**config.mk**
```make
export PLATFORM = sky130hd
export DESIGN_NAME = approx_mult_err_monitor
export DESIGN_NICKNAME = d
export VERILOG_FILES = /design/src/rtl/approx_mult_pkg.sv /design/src/rtl/approx_err_datapath.sv /design/src/rtl/approx_mult_err_monitor.sv
export SDC_FILE = /design/constraint.sdc
export NUM_CORES = 1
export LEC_CHECK = 0
export CORE_MARGIN = 3
export CORE_UTILIZATION = 55
export CTS_BUF_LIST = sky130_fd_sc_hd__clkbuf_16
export DETAILED_ROUTE_END_ITERATION = 8
export GPL_ROUTABILITY_DRIVEN = 0
export PLACE_DENSITY = 0.86
export SLEW_MARGIN = 20
export SYNTH_ARGS = -nofsm -noshare
export SYNTH_HDL_FRONTEND = slang
export SYNTH_HIERARCHICAL = 1
export SYNTH_SLANG_ARGS = --single-unit
```
**constraint.sdc**
```tcl
create_clock -name clk -period 10.6 [get_ports clk]
set_input_delay 1.06 -clock clk [delete_from_list [all_inputs] [get_ports clk]]
set_output_delay 1.06 -clock clk [all_outputs]
set_load 0.03 [all_outputs]
```
**src/rtl/approx_mult_pkg.sv**
```systemverilog
// Shared definitions for the approximate-multiplier error monitor.
//   mon_state_t : monitor FSM states
//   DEF_WIDTH   : default operand width
//   abs_err()   : signed error (exact - apx) and its magnitude. It works at a fixed
//                 wide width, and callers slice the result down to their own product width.
package approx_mult_pkg;

  localparam int DEF_WIDTH  = 8;
  localparam int MAX_PROD_W = 32;

  typedef enum logic [1:0] {
    ACCUM  = 2'd0,
    DRAIN  = 2'd1,
    REPORT = 2'd2
  } mon_state_t;

  typedef struct packed {
    logic signed [MAX_PROD_W:0] err;
    logic [MAX_PROD_W-1:0]      mag;
  } err_res_t;

  function automatic err_res_t abs_err(input logic [MAX_PROD_W-1:0] exact,
                                       input logic [MAX_PROD_W-1:0] apx);
    err_res_t r;
    r.err = $signed({1'b0, exact}) - $signed({1'b0, apx});
    r.mag = r.err[MAX_PROD_W] ? MAX_PROD_W'(-r.err) : r.err[MAX_PROD_W-1:0];
    return r;
  endfunction

endpackage

```
**src/rtl/approx_err_datapath.sv**
```systemverilog
// Two-stage error pipeline with no handshake.
//   S1 registers the exact product x*y and z_apx.
//   S2 registers the signed error, the magnitude and the error flag.
// Ports: clk/rst (async active-high), flush (drops in-flight valids), accept (load S1),
//        x/y/z_apx sample, v1/v2 stage valids, err/mag/neq S2 results.
module approx_err_datapath
  import approx_mult_pkg::*;
#(
  parameter int WIDTH = DEF_WIDTH
) (
  input  logic                    clk,
  input  logic                    rst,
  input  logic                    flush,
  input  logic                    accept,
  input  logic [WIDTH-1:0]        x,
  input  logic [WIDTH-1:0]        y,
  input  logic [2*WIDTH-1:0]      z_apx,
  output logic                    v1,
  output logic                    v2,
  output logic signed [2*WIDTH:0] err,
  output logic [2*WIDTH-1:0]      mag,
  output logic                    neq
);

  logic [2*WIDTH-1:0] exact_q;
  logic [2*WIDTH-1:0] apx_q;
  err_res_t           res;
  logic               unused_mag_hi;

  always_comb res = abs_err(MAX_PROD_W'(exact_q), MAX_PROD_W'(apx_q));

  // The upper magnitude bits are always zero, because |err| fits in 2*WIDTH bits.
  assign unused_mag_hi = |res.mag[MAX_PROD_W-1:2*WIDTH];

  always_ff @(posedge clk or posedge rst) begin
    if (rst) begin
      v1      <= 1'b0;
      v2      <= 1'b0;
      exact_q <= '0;
      apx_q   <= '0;
      err     <= '0;
      mag     <= '0;
      neq     <= 1'b0;
    end else begin
      v1 <= accept & ~flush;
      v2 <= v1 & ~flush;
      if (accept) begin
        exact_q <= {{WIDTH{1'b0}}, x} * {{WIDTH{1'b0}}, y};
        apx_q   <= z_apx;
      end
      if (v1) begin
        err <= res.err[2*WIDTH:0];
        mag <= res.mag[2*WIDTH-1:0];
        neq <= (res.err != '0);
      end
    end
  end

endmodule

```
**src/rtl/approx_mult_err_monitor.sv**
```systemverilog
// Collects per-window error statistics for an approximate WIDTHxWIDTH multiplier.
// Ports: clk, rst (async active-high), clear (abort the current window),
//        in_valid/in_ready with x, y, z_apx for the sample stream,
//        out_valid/out_ready with sum_abs, sum_err, max_abs, err_cnt for the window report.
// state  | meaning
// ACCUM  | accepting samples until WINDOW have been taken
// DRAIN  | no new samples; waits for the pipeline and the accumulate step to empty
// REPORT | statistics are held on the outputs until out_ready
module approx_mult_err_monitor
  import approx_mult_pkg::*;
#(
  parameter int WIDTH  = DEF_WIDTH,
  parameter int WINDOW = 256,
  localparam int CNT_W = $clog2(WINDOW + 1)
) (
  input  logic                          clk,
  input  logic                          rst,
  input  logic                          clear,
  input  logic                          in_valid,
  output logic                          in_ready,
  input  logic [WIDTH-1:0]              x,
  input  logic [WIDTH-1:0]              y,
  input  logic [2*WIDTH-1:0]            z_apx,
  output logic                          out_valid,
  input  logic                          out_ready,
  output logic [2*WIDTH+CNT_W-1:0]      sum_abs,
  output logic signed [2*WIDTH+CNT_W:0] sum_err,
  output logic [2*WIDTH-1:0]            max_abs,
  output logic [CNT_W-1:0]              err_cnt
);

  localparam int PW = 2 * WIDTH;
  localparam logic [CNT_W-1:0] LAST_SMP = CNT_W'(WINDOW - 1);

  mon_state_t                  state_q, state_d;
  logic                        rdy_q;
  logic                        accept;
  logic                        v1, v2, neq;
  logic signed [PW:0]          err;
  logic [PW-1:0]               mag;
  logic                        latch_out, rpt_done, zero_acc;
  logic [CNT_W-1:0]            smp_cnt;
  logic [PW+CNT_W-1:0]         sum_abs_acc;
  logic signed [PW+CNT_W:0]    sum_err_acc;
  logic [PW-1:0]               max_abs_acc;
  logic [CNT_W-1:0]            err_cnt_acc;

  // rdy_q keeps in_ready low while rst is asserted, even though the state is ACCUM.
  assign in_ready  = rdy_q & (state_q == ACCUM) & ~clear;
  assign accept    = in_valid & in_ready;
  assign out_valid = (state_q == REPORT);

  approx_err_datapath #(.WIDTH(WIDTH)) u_dp (
    .clk    (clk),
    .rst    (rst),
    .flush  (clear),
    .accept (accept),
    .x      (x),
    .y      (y),
    .z_apx  (z_apx),
    .v1     (v1),
    .v2     (v2),
    .err    (err),
    .mag    (mag),
    .neq    (neq)
  );

  always_comb begin
    state_d   = state_q;
    latch_out = 1'b0;
    rpt_done  = 1'b0;
    case (state_q)
      ACCUM:  if (accept && smp_cnt == LAST_SMP) state_d = DRAIN;
      DRAIN:  if (!v1 && !v2) begin
                state_d   = REPORT;
                latch_out = 1'b1;
              end
      REPORT: if (out_ready) begin
                state_d  = ACCUM;
                rpt_done = 1'b1;
              end
      default: state_d = ACCUM;
    endcase
    if (clear) begin
      state_d   = ACCUM;
      latch_out = 1'b0;
      rpt_done  = 1'b0;
    end
    zero_acc = clear | rpt_done;
  end

  always_ff @(posedge clk or posedge rst) begin
    if (rst) begin
      state_q <= ACCUM;
      rdy_q   <= 1'b0;
    end else begin
      state_q <= state_d;
      rdy_q   <= 1'b1;
    end
  end

  always_ff @(posedge clk or posedge rst) begin
    if (rst) begin
      smp_cnt     <= '0;
      sum_abs_acc <= '0;
      sum_err_acc <= '0;
      max_abs_acc <= '0;
      err_cnt_acc <= '0;
      sum_abs     <= '0;
      sum_err     <= '0;
      max_abs     <= '0;
      err_cnt     <= '0;
    end else if (zero_acc) begin
      smp_cnt     <= '0;
      sum_abs_acc <= '0;
      sum_err_acc <= '0;
      max_abs_acc <= '0;
      err_cnt_acc <= '0;
      if (clear) begin
        sum_abs <= '0;
        sum_err <= '0;
        max_abs <= '0;
        err_cnt <= '0;
      end
    end else begin
      if (accept) smp_cnt <= smp_cnt + CNT_W'(1);
      if (v2) begin
        sum_abs_acc <= sum_abs_acc + {{CNT_W{1'b0}}, mag};
        sum_err_acc <= sum_err_acc + {{CNT_W{err[PW]}}, err};
        if (mag > max_abs_acc) max_abs_acc <= mag;
        err_cnt_acc <= err_cnt_acc + CNT_W'(neq);
      end
      if (latch_out) begin
        sum_abs <= sum_abs_acc;
        sum_err <= sum_err_acc;
        max_abs <= max_abs_acc;
        err_cnt <= err_cnt_acc;
      end
    end
  end

endmodule

```
Word-level counts from Yosys, hierarchy flattened
Index checks and enable logic that the tools add are counted.
{"block": "totals", "ff_bits": 232, "latchBits": 0, "mem_bits_rw": 0, "mem_bits_ro": 0, "input_bits": 37, "out_inout_bits": 78, "word_cells": 88, "mem_count": 0}
{"block": "classes", "n_addsub": 6, "n_mul": 1, "div_mod_pow": 0, "order_cmp": 1, "eq_ne": 7, "n_shift": 0, "muxes": 35, "bitwise_logic": 7, "reduce_logical": 13}
{"op": "two-way mux 26 bit", "n": 5}
{"op": "two-way mux 25 bit", "n": 5}
{"op": "two-way mux 16 bit", "n": 7}
{"op": "two-way mux 9 bit", "n": 7}
{"op": "nonzero test 33 bit", "n": 1}
{"op": "adder 26 bit", "n": 1}
{"op": "adder 25 x 16 -> 25 bit", "n": 1}
{"op": "subtractor 16 x 16 -> 17 bit", "n": 1}
{"op": "greater-than comparator 16 bit", "n": 1}
{"op": "multiplier 8 x 8 -> 16 bit", "n": 1}
{"op": "negation 16 bit", "n": 1}
{"op": "adder 9 x 1 -> 9 bit", "n": 1}
{"op": "adder 9 x 1 -> 9 bit (second input constant)", "n": 1}
{"op": "== test 9 x 8 -> 1 bit (second input constant)", "n": 1}
{"op": "two-way mux 2 bit", "n": 4}
{"op": "nonzero test 2 bit", "n": 4}
{"op": "two-way mux 1 bit", "n": 6}
{"op": "inequality test 3 x 2 -> 1 bit (second input constant)", "n": 2}
{"op": "case mux 2 bit (3 select lines)", "n": 1}
{"op": "AND 1 bit", "n": 5}
{"op": "AND reduction 2 bit", "n": 2}
{"op": "inequality test 3 bit (second input constant)", "n": 1}
{"op": "AND reduction 3 bit", "n": 1}
{"op": "== test 2 x 1 -> 1 bit (second input constant)", "n": 1}
{"op": "other kinds (7)", "n": 9}

Logic depth before layout (Yosys ltp)
Gate-level depths: netlist of run 1.
{"block": "logic_depth", "depth_word": 8, "ltp_mapped": 17}

Hierarchy
The synthesis of run 1 kept the hierarchy.
{"module": "approx_mult_err_monitor", "instances": 1, "cells_each": 1014, "area_each_um2": 9097.5, "seq_area_each_um2": 4103.9}
{"module": "approx_err_datapath", "instances": 1, "cells_each": 622, "area_each_um2": 5808.1, "seq_area_each_um2": 1676.6}

Least setup slack after synthesis of run 1
Ideal clock, no wire load.
{"block": "synth_path", "path_kind": "input -> register", "from": "input port y[7]", "to": "register u_dp.exact_q[12]", "setup_time_ps": 125, "arrival_ps": 4787, "required_ps": 10475, "slack_ps": 5688, "cell_stages": 14, "path_buffers": 0, "cell_sequence": "and2_1 -> fa_1 -> fa_1 -> fa_1 -> inv_1 -> fa_1 -> inv_1 -> ha_1 -> a21o_1 -> a31o_2 -> a41oi_1 -> nor2b_1 -> xnor2_1 -> mux2_2"}
{"block": "synth_between", "elab_chain_len": 1}
{"element": "start: declaration", "line_no": "approx_mult_err_monitor.sv:22", "rtl": "input logic [WIDTH-1:0] y,"}
{"element": "multiplier 8 x 8 -> 16 bit", "line_no": "approx_err_datapath.sv:48", "rtl": "exact_q <= {{WIDTH{1'b0}}, x} * {{WIDTH{1'b0}}, y};"}
{"element": "end signal: assignment", "line_no": "approx_err_datapath.sv:48"}
{"element": "end: declaration", "line_no": "approx_err_datapath.sv:25", "rtl": "logic [2*WIDTH-1:0] exact_q;"}
Every way passes these cells.
A chain may end at the register's enable or synchronous reset.

Worst setup path in the final report of run 1
{"block": "layout_path", "from": "input port x[1]", "to": "register u_dp.exact_q[13]"}
{"block": "layout_between", "elab_chain_len": 1}
{"element": "start: declaration", "line_no": "approx_mult_err_monitor.sv:21", "rtl": "input logic [WIDTH-1:0] x,"}
{"element": "multiplier 8 x 8 -> 16 bit", "line_no": "approx_err_datapath.sv:48"}
Every way passes these cells.

==> results.json, run 1 <==
{
  "status": "finished, final reports clean",
  "whs_ps": 475,
  "syn2layout_area_growth_pct": 14.8,
  "drt-met1-wl_mm": 14.7,
  "required_ps": 11010,
  "wirelength_mm": 35.3,
  "critPathLaunchType": "input port",
  "slew_headroom": 0.316,
  "antenna_found_initial": 0,
  "crit_chain": "clkdlybuf4s50_1 > and2_1 > fa_1 > fa_1 > inv_1 > fa_1 > fa_1 > inv_1 > ha_1 > o21a_1 > o21ai_0 > a21o_1 > a21oi_1 > nor3_1 > xnor2_1 > mux2_2",
  "die_area_sq_mm": 0.0291,
  "post_cts_buffers": 0,
  "path_class": "input port to flop",
  "fin_nets": 1912,
  "maxCapViolations": 0,
  "dpl.cell_count": 2029,
  "hold_class": "flop to flop",
  "yosys_warnings": 6,
  "rsz0062_at_grt": "no",
  "endpoint_kind": "flop",
  "syn_avg_cell_area_sq_um": 9.11,
  "tritoncts": "yes",
  "syn_inst": 1636,
  "period_share": 0.493,
  "core_sq_mm": 0.0264,
  "yosys-top-cells-count": "nand2_1 (233), dfrtp_1 (231), o21ai_0 (128), inv_1 (115), ha_1 (114)",
  "synthTopCellsByArea": "dfrtp_1 (39%), ha_1 (9.6%), nand2_1 (5.9%)",
  "vias": 12300,
  "grt_pass1_wl_mm": 59.6,
  "grt_max_degree": 84,
  "drc_errors": 0,
  "routed-wl-met3_mm": 1.83,
  "r2r-start": "u_dp/exact_q[0]",
  "numCtsBuffers": 25,
  "synth_area_leader_cell": "dfrtp_1",
  "total_leakage_power_nw": 7.71,
  "ir_drop_uv": 130,
  "ys_seq_area_frac": 0.388,
  "cellPowerDensity_mw_per_mm2": 202,
  "clk_pin_slew_ps": 60,
  "async_reset_ff_frac": 1.00,
  "drtAntennaViolNets": 0,
  "first_pass_iters": 5,
  "fin_setup_tns_ps": 0,
  "cts_root_buffer": "clkbuf_16",
  "synth-edff-count": 0,
  "top_layer": "met4",
  "viasPerCell": 5.95,
  "register_area_sq_mm": 0.00578,
  "drtIter0Drc": 1018,
  "max_stage_delay_ps": 550,
  "chipWidth_microns": 171,
  "grt_pass1_vias": 12400,
  "holdCritStartpoint": "sum_abs[9]",
  "postCtsResizedCells": 0,
  "io_pins": 115,
  "clockBufferDepth": 3,
  "die_h_microns": 171,
  "hold_viol": 0,
  "slew_violations": 0,
  "final_util": 0.649,
  "hpwl_mm": 25.0,
  "finalSetupViolCount": 0,
  "cts.htree.levels": 1,
  "path_delay_family": "adder cells",
  "clock_latency_ps": 550,
  "start_util": 0.566,
  "critPathMaxFanout": 8,
  "grt_overflow": 0,
  "num_rows": 59,
  "drt-wirelength-per-cell_microns": 17.0,
  "finClkSkew_ps": 31.6,
  "cp_common_cell": "fa_1",
  "synth_fp_nets": 1826,
  "yosysMostFrequentCell": "nand2_1",
  "cp_slowest_cell": "fa_1",
  "final_cell_count_no_fill": 2074,
  "ctsHoldBuffers": 0,
  "netlist_area_sq_mm": 0.0149,
  "clock_sinks": 231,
  "wl_met2_mm": 17.6,
  "multiInputGateArea_sq_mm": 0.00843,
  "fillCellCount": 2001,
  "cp-startpoint": "x[1]",
  "worst_pin_slew_ps": 1020,
  "cp_num_buf_inv": 3,
  "critical_path_arrival_ps": 5630,
  "grt_use_total": 0.244,
  "synthFlopType": "dfrtp_1",
  "synth_cell_types": 85,
  "port-buffer-count": 114,
  "synth_top_area_share": 0.388,
  "synth-seq-cells": 231,
  "drive_gt1_frac": 0.0621,
  "antenna_cells": 0,
  "min_period_ps": 5220,
  "clock.fmax_mhz": 192
}
==> tightest hold or removal path, stage by stage, from the launching register on <==
cell and delay (ps):
dfrtp_1 340, nand2_1 40, o21ai_0 60
==> flip-flops by register name, indices dropped and copies added (netlist names), 16 cells and up <==
name and cells:
max_abs 16, max_abs_acc 16, sum_abs 25, sum_abs_acc 25, sum_err 26, sum_err_acc 26, u_dp/apx_q 16, u_dp/err 17
u_dp/exact_q 16
==> where the power goes <==
| group | switching (mW) | internal [mW] | total [mW] |
|---|---|---|---|
| registers | 0.123 | 0.989 | 1.11 |
| clock network | 0.363 | 0.482 | 0.844 |
| logic | 0.897 | 0.607 | 1.50 |
==> per-layer routing <==
layer / global-route usage / up-vias
met5: 0 / -
met4: 0.0875 / 0
met3: 0.0259 / 98
met2: 0.423 / 415
met1: 0.321 / 5970
li1: - / 5859
==> path summary, 6_finish.rpt <==
kind | to | cells after the start | slack [ps]
min reg2reg | sum_abs[9] | 2 | 480
max in group asynchronous | sum_err[22] | 4 | 8300
max | u_dp/exact_q[13] | 16 | 5380
min | sum_abs[9] | 2 | 480
max reg2reg | u_dp/mag[14] | 12 | 7120
min in group asynchronous | max_abs_acc[3] | 2 | 1110
==> stage by stage <==
step                      setup WS, ps  cell area [sq um]  power, mW
after CTS                         5400              17100       3.44
after floorplan                   5110              14900       2.23
final                             5380              17100       3.46
after detailed placement          4850              16300       2.58
after global placement            5000              16300       2.50
after global routing              5150              17100       3.70
==> layout by cell type, fill, tap and decap left out, types with 12 or more instances in the layout <==
| cell type | netlist | routed |
|---|---|---|
| nand4_1 | 21 | 21 |
| nor2b_1 | 16 | 16 |
| mux2_2 | 27 | 27 |
| clkdlybuf4s50_1 | 0 | 114 |
| or3_1 | 17 | 17 |
| mux2i_1 | 17 | 17 |
| dfrtp_1 | 231 | 231 |
| nand2b_1 | 13 | 13 |
| nand2_1 | 233 | 233 |
| nand3_1 | 46 | 46 |
| inv_1 | 115 | 116 |
| o21ai_0 | 128 | 128 |
| clkbuf_16 | 0 | 25 |
| xor2_1 | 33 | 33 |
| a21oi_1 | 80 | 79 |
| o31ai_1 | 36 | 36 |
| nor3_1 | 31 | 31 |
| a31oi_1 | 12 | 12 |
| nor2_1 | 110 | 109 |
| fa_1 | 39 | 39 |
| a211oi_1 | 20 | 20 |
| ha_1 | 114 | 114 |
| a21o_1 | 26 | 25 |
| and2_1 | 52 | 52 |
| xnor2_1 | 30 | 30 |
==> final cells by class <==
type / count / share of cell area
clock buffer: 25 / 0.0366
clock inverter: 19 / 0.00972
sequential: 231 / 0.338
inverter: 117 / 0.0260
multi-input combinational: 1222 / 0.493
timing repair buffer: 125 / 0.0727
tap: 335 / 0.0245
==> kinds of logic after synthesis <==
kind of cell | after synthesis | share of synthesized area
buffers and inverters | 183 | 0.0483
flip-flops | 231 | 0.388
adder cells (fa/ha/maj) | 153 | 0.148
AND/OR/NAND/NOR | 576 | 0.181
multiplexers | 44 | 0.0318
XOR/XNOR | 64 | 0.0381
other | 1 | 0.000252
AO/OA/AOI/OAI | 384 | 0.165
(Power assumes the default switching activity.)
==> inputs of run 2 (changes only) <==
clock period = 5.4 ns   (was 10.6 ns; I/O delays follow)
==> results.json, run 2 (synthesized netlist as in run 1, its figures left out) <==
{
  "first_pass_iters": 5,
  "drc_errors": 0,
  "finClkSkew_ps": 18.8,
  "critPathLaunchType": "input port",
  "cp_slowest_cell": "clkdlybuf4s50_1",
  "fin_nets": 1911,
  "r2r-start": "u_dp/exact_q[0]",
  "fillCellCount": 1996,
  "ir_drop_uv": 261,
  "clock.fmax_mhz": 214,
  "viasPerCell": 5.92,
  "layout_commonest_cell": "nand2_1",
  "fin_setup_tns_ps": 0,
  "endpoint_kind": "flop",
  "final_cell_mix": "nand2_1 (233), dfrtp_1 (231), o21ai_0 (128)",
  "rsz0062_at_grt": "no",
  "hold_class": "flop to flop",
  "drt-wirelength-per-cell_microns": 16.7,
  "hpwl_mm": 24.5,
  "die_area_sq_mm": 0.0291,
  "io_pins": 115,
  "finalSetupViolCount": 0,
  "maxCapViolations": 0,
  "holdPathStages": 2,
  "crit_chain": "clkdlybuf4s50_1 > nand2_1 > fa_1 > fa_1 > inv_1 > fa_1 > inv_1 > fa_1 > inv_1 > ha_1 > o21ai_0 > a21o_1 > a21oi_1 > nor3_1 > or3_1 > a31oi_1",
  "worstReg2RegEnd": "u_dp/mag[14]",
  "reg_top3": "sum_err x26, sum_err_acc x26",
  "num_rows": 59,
  "hold_viol": 0,
  "clockBufferDepth": 3,
  "clk_pin_slew_ps": 60,
  "min_to": "max_abs[5]",
  "cellPowerDensity_mw_per_mm2": 400,
  "cts_root_buffer": "clkbuf_16",
  "total_leakage_power_nw": 7.73,
  "path_class": "input port to flop",
  "antenna_found_initial": 0,
  "holdCritStartpoint": "max_abs[5]",
  "post_cts_buffers": 0,
  "grt_pass1_wl_mm": 58.1,
  "post_dp_cell_area_sq_mm": 0.0163,
  "reg2reg_depth": 12,
  "port-buffer-count": 114,
  "drive_gt1_frac": 0.0615,
  "postCtsResizedCells": 0,
  "worst_pin_slew_ps": 1120,
  "ctsHoldBuffers": 0,
  "grt_use_total": 0.239,
  "grt_max_degree": 102,
  "numCtsBuffers": 25,
  "critical_path_arrival_ps": 5130,
  "pre_cts_slack_ps": 194,
  "whs_ps": 476,
  "cp_common_cell": "fa_1",
  "cts.htree.levels": 1,
  "start_util": 0.566,
  "die_h_microns": 171,
  "required_ps": 5850,
  "period_share": 0.867,
  "vias": 12300,
  "chipWidth_microns": 171,
  "core_sq_mm": 0.0264,
  "status": "finished, final reports clean",
  "max_stage_delay_ps": 620,
  "design_area_sq_mm": 0.0171,
  "drtIter0Drc": 812,
  "setup_ws_ps": 716,
  "clock_latency_ps": 540,
  "drtAntennaViolNets": 0,
  "tritoncts": "yes",
  "slew_headroom": 0.251,
  "wirelength_mm": 34.6,
  "ff2ff_setup_slack_ps": 2020,
  "critPathMaxFanout": 8,
  "grt_overflow": 0,
  "slew_violations": 0,
  "cp_num_buf_inv": 4,
  "syn2layout_area_growth_pct": 15.0,
  "grt_pass1_vias": 12100,
  "clock_sinks": 231,
  "antenna_cells": 0,
  "path_delay_family": "adder cells",
  "min_period_ps": 4680
}
run 2: how the worst max path moves through the flow:
stage	slack, ps	cells after the start	start	end
after floorplan	430	1	rst	err_cnt[0]
after global placement	330	16	y[7]	u_dp/exact_q[15]
after detailed placement	190	16	y[7]	u_dp/exact_q[15]
after CTS	740	16	y[7]	u_dp/exact_q[15]
after global routing	450	16	x[1]	u_dp/exact_q[15]
final	720	16	y[7]	u_dp/exact_q[15]
run 2: area by class of cell:
cell class	instances	area (sq um)	area share
Multi-Input combinational cell	1222	8430	0.492
Sequential cell	231	5780	0.337
Timing Repair Buffer	124	1230	0.0717
Clock buffer	25	626	0.0365
Inverter	117	444	0.0259
Tap cell	335	419	0.0245
Clock inverter	20	211	0.0123
run 2: power by group:
part / switching [mW] / internal (mW)
logic: 1.74 / 1.19
registers: 0.241 / 1.94
clock network: 0.708 / 1.04
total: 2.69 / 4.17
run 2: metrics by stage:
stage,instances,util,power [mW]
floorplan,1636,-,4.37
global placement,2029,0.618,4.91
detailed placement,2029,0.618,5.05
CTS,2074,0.650,6.83
global route,2074,0.650,7.31
finish,2074,0.650,6.86
run 2: worst register-to-register path, cell delays in order, from the launching register on:
cell       delay, ps
dfrtp_1          350
inv_1             80
ha_1             180
inv_1             60
fa_1             430
a211oi_2         300
or4b_1           170
o2111ai_1        240
a21oi_1          350
o2111ai_2        250
or4_4            490
or3_1            330
nand3_1           90
run 2: layer usage:
layer  part of all wire  vias up  GRT usage
met1               0.42     5926      0.310
met2               0.49      385      0.408
met3              0.053      100     0.0314
met5                  0        -          0
li1                   -     5871          -
met4              0.037        0     0.0970
==> inputs of run 3 (changes only) <==
==> constraint.sdc (replaced) <==
create_clock -name clk -period 5.4 [get_ports clk]
set_input_delay 0.81 -clock clk [delete_from_list [all_inputs] [get_ports clk]]
set_output_delay 0.81 -clock clk [all_outputs]
set_load 0.03 [all_outputs]
==> results.json, run 3 (synthesized netlist as in run 1, its figures left out) <==
{
  "grt_pass1_vias": 12700,
  "final_util": 0.654,
  "grt_overflow": 0,
  "pwr-share-clk": 0.263,
  "endpoint_kind": "flop",
  "fillCellCount": 2002,
  "first_pass_iters": 5,
  "antenna_cells": 0,
  "chipWidth_microns": 171,
  "path_class": "input port to flop",
  "hpwl_mm": 25.2,
  "num_rows": 59,
  "maxCapViolations": 0,
  "postCtsResizedCells": 0,
  "rsz0062_at_grt": "no",
  "reg2reg_depth": 12,
  "reg_top3": "sum_err x26, sum_err_acc x26",
  "required_ps": 5820,
  "switching_share": 0.391,
  "clk_pin_slew_ps": 60,
  "worstReg2RegEnd": "u_dp/mag[14]",
  "drc_errors": 0,
  "cellPowerDensity_mw_per_mm2": 406,
  "post_cts_buffers": 0,
  "slew_violations": 0,
  "syn2layout_area_growth_pct": 15.6,
  "ir_drop_uv": 252,
  "hold_class": "flop to flop",
  "total_leakage_power_nw": 7.79,
  "clock_latency_ps": 550,
  "period_share": 0.914,
  "p_sw_mw": 2.73,
  "min_to": "max_abs[6]",
  "numCtsBuffers": 26,
  "pwr-share-comb": 0.426,
  "drtIter0Drc": 979,
  "ff2ff_setup_slack_ps": 2020,
  "clock.fmax_mhz": 203,
  "critPathMaxFanout": 8,
  "wirelength_mm": 35.6,
  "drive_gt1_frac": 0.0646,
  "finClkSkew_ps": 26.5,
  "critPathLaunchType": "input port",
  "r2r-start": "u_dp/exact_q[0]",
  "critical_path_arrival_ps": 5350,
  "final_cell_mix": "nand2_1 (233), dfrtp_1 (231), o21ai_0 (128)",
  "fin_nets": 1919,
  "status": "finished, final reports clean",
  "layout_commonest_cell": "nand2_1",
  "io_pins": 115,
  "grt_use_total": 0.247,
  "core_sq_mm": 0.0264,
  "finalSetupViolCount": 0,
  "drt-wirelength-per-cell_microns": 17.1,
  "cts_root_buffer": "clkbuf_16",
  "finalPower_mw": 7.00,
  "slew_headroom": 0.278,
  "vias": 12400,
  "die_area_sq_mm": 0.0291,
  "holdCritStartpoint": "max_abs[6]",
  "hold_viol": 0,
  "grt_max_degree": 101,
  "port-buffer-count": 114,
  "antenna_found_initial": 0,
  "clockBufferDepth": 3,
  "viasPerCell": 5.94,
  "cts.htree.levels": 1,
  "start_util": 0.566,
  "min_period_ps": 4930,
  "grt_pass1_wl_mm": 60.3,
  "holdPathStages": 2,
  "ctsHoldBuffers": 0,
  "tritoncts": "yes",
  "worst_pin_slew_ps": 1080,
  "drtAntennaViolNets": 0,
  "p_seq_frac": 0.311,
  "die_h_microns": 171,
  "clock_sinks": 231,
  "intPower_mw": 4.27
}
[run 3: how the worst max path moves through the flow]
stage	startpoint	slack, ps	to	cells after the start
floorplan	rst	160	err_cnt[0]	1
global placement	y[6]	100	u_dp/exact_q[15]	16
detailed placement	x[4]	-40	u_dp/exact_q[12]	15
CTS	x[4]	490	u_dp/exact_q[14]	15
global route	x[1]	250	u_dp/exact_q[15]	16
finish	x[1]	470	u_dp/exact_q[14]	15
[run 3: critical path, stage by stage]
cell	delay (ps)
clkdlybuf4s50_1	540
and2_1	220
fa_1	510
fa_1	530
fa_1	550
inv_1	50
fa_1	540
inv_1	50
ha_1	300
a21o_1	160
a31o_2	220
a41oi_1	280
a21oi_1	150
xor2_1	160
mux2_2	280
[run 3: power by group through the flow]
stage / Sequential, mW / Clock [mW] / Combinational, mW
after floorplan: 2.10 / 0 / 2.27
after global placement: 2.19 / 0 / 2.73
after detailed placement: 2.20 / 0 / 2.88
after CTS: 2.17 / 1.86 / 2.93
after global routing: 2.20 / 1.93 / 3.33
final: 2.18 / 1.84 / 2.98
[run 3: layout make-up]
cell class	count	area, sq um	area share
clock inverters	21	236	0.0137
repair buffers	131	1270	0.0736
well taps	335	419	0.0243
inverters	117	444	0.0258
multi-input cells	1222	8430	0.489
clock buffers	26	651	0.0378
flip-flops and latches	231	5780	0.336
[run 3: stage by stage]
stage / TNS (ps) / hold slack (ps) / setup WS (ps) / instances / instance area, sq um
after floorplan: 0 / 450 / 157 / 1636 / 14900
after global placement: 0 / 459 / 101 / 2035 / 16300
after detailed placement: -81.1 / 467 / -36.4 / 2035 / 16300
after CTS: 0 / 479 / 486 / 2082 / 17200
after global routing: 0 / 499 / 246 / 2083 / 17200
final: 0 / 475 / 466 / 2083 / 17200
[run 3: per-layer routing]
metal	wire, microns	vias up	track usage
met1	14800	6007	0.316
met2	17800	392	0.430
met4	1200	0	0.0924
met3	1840	97	0.0335
li1	-	5881	-
met5	0	-	0
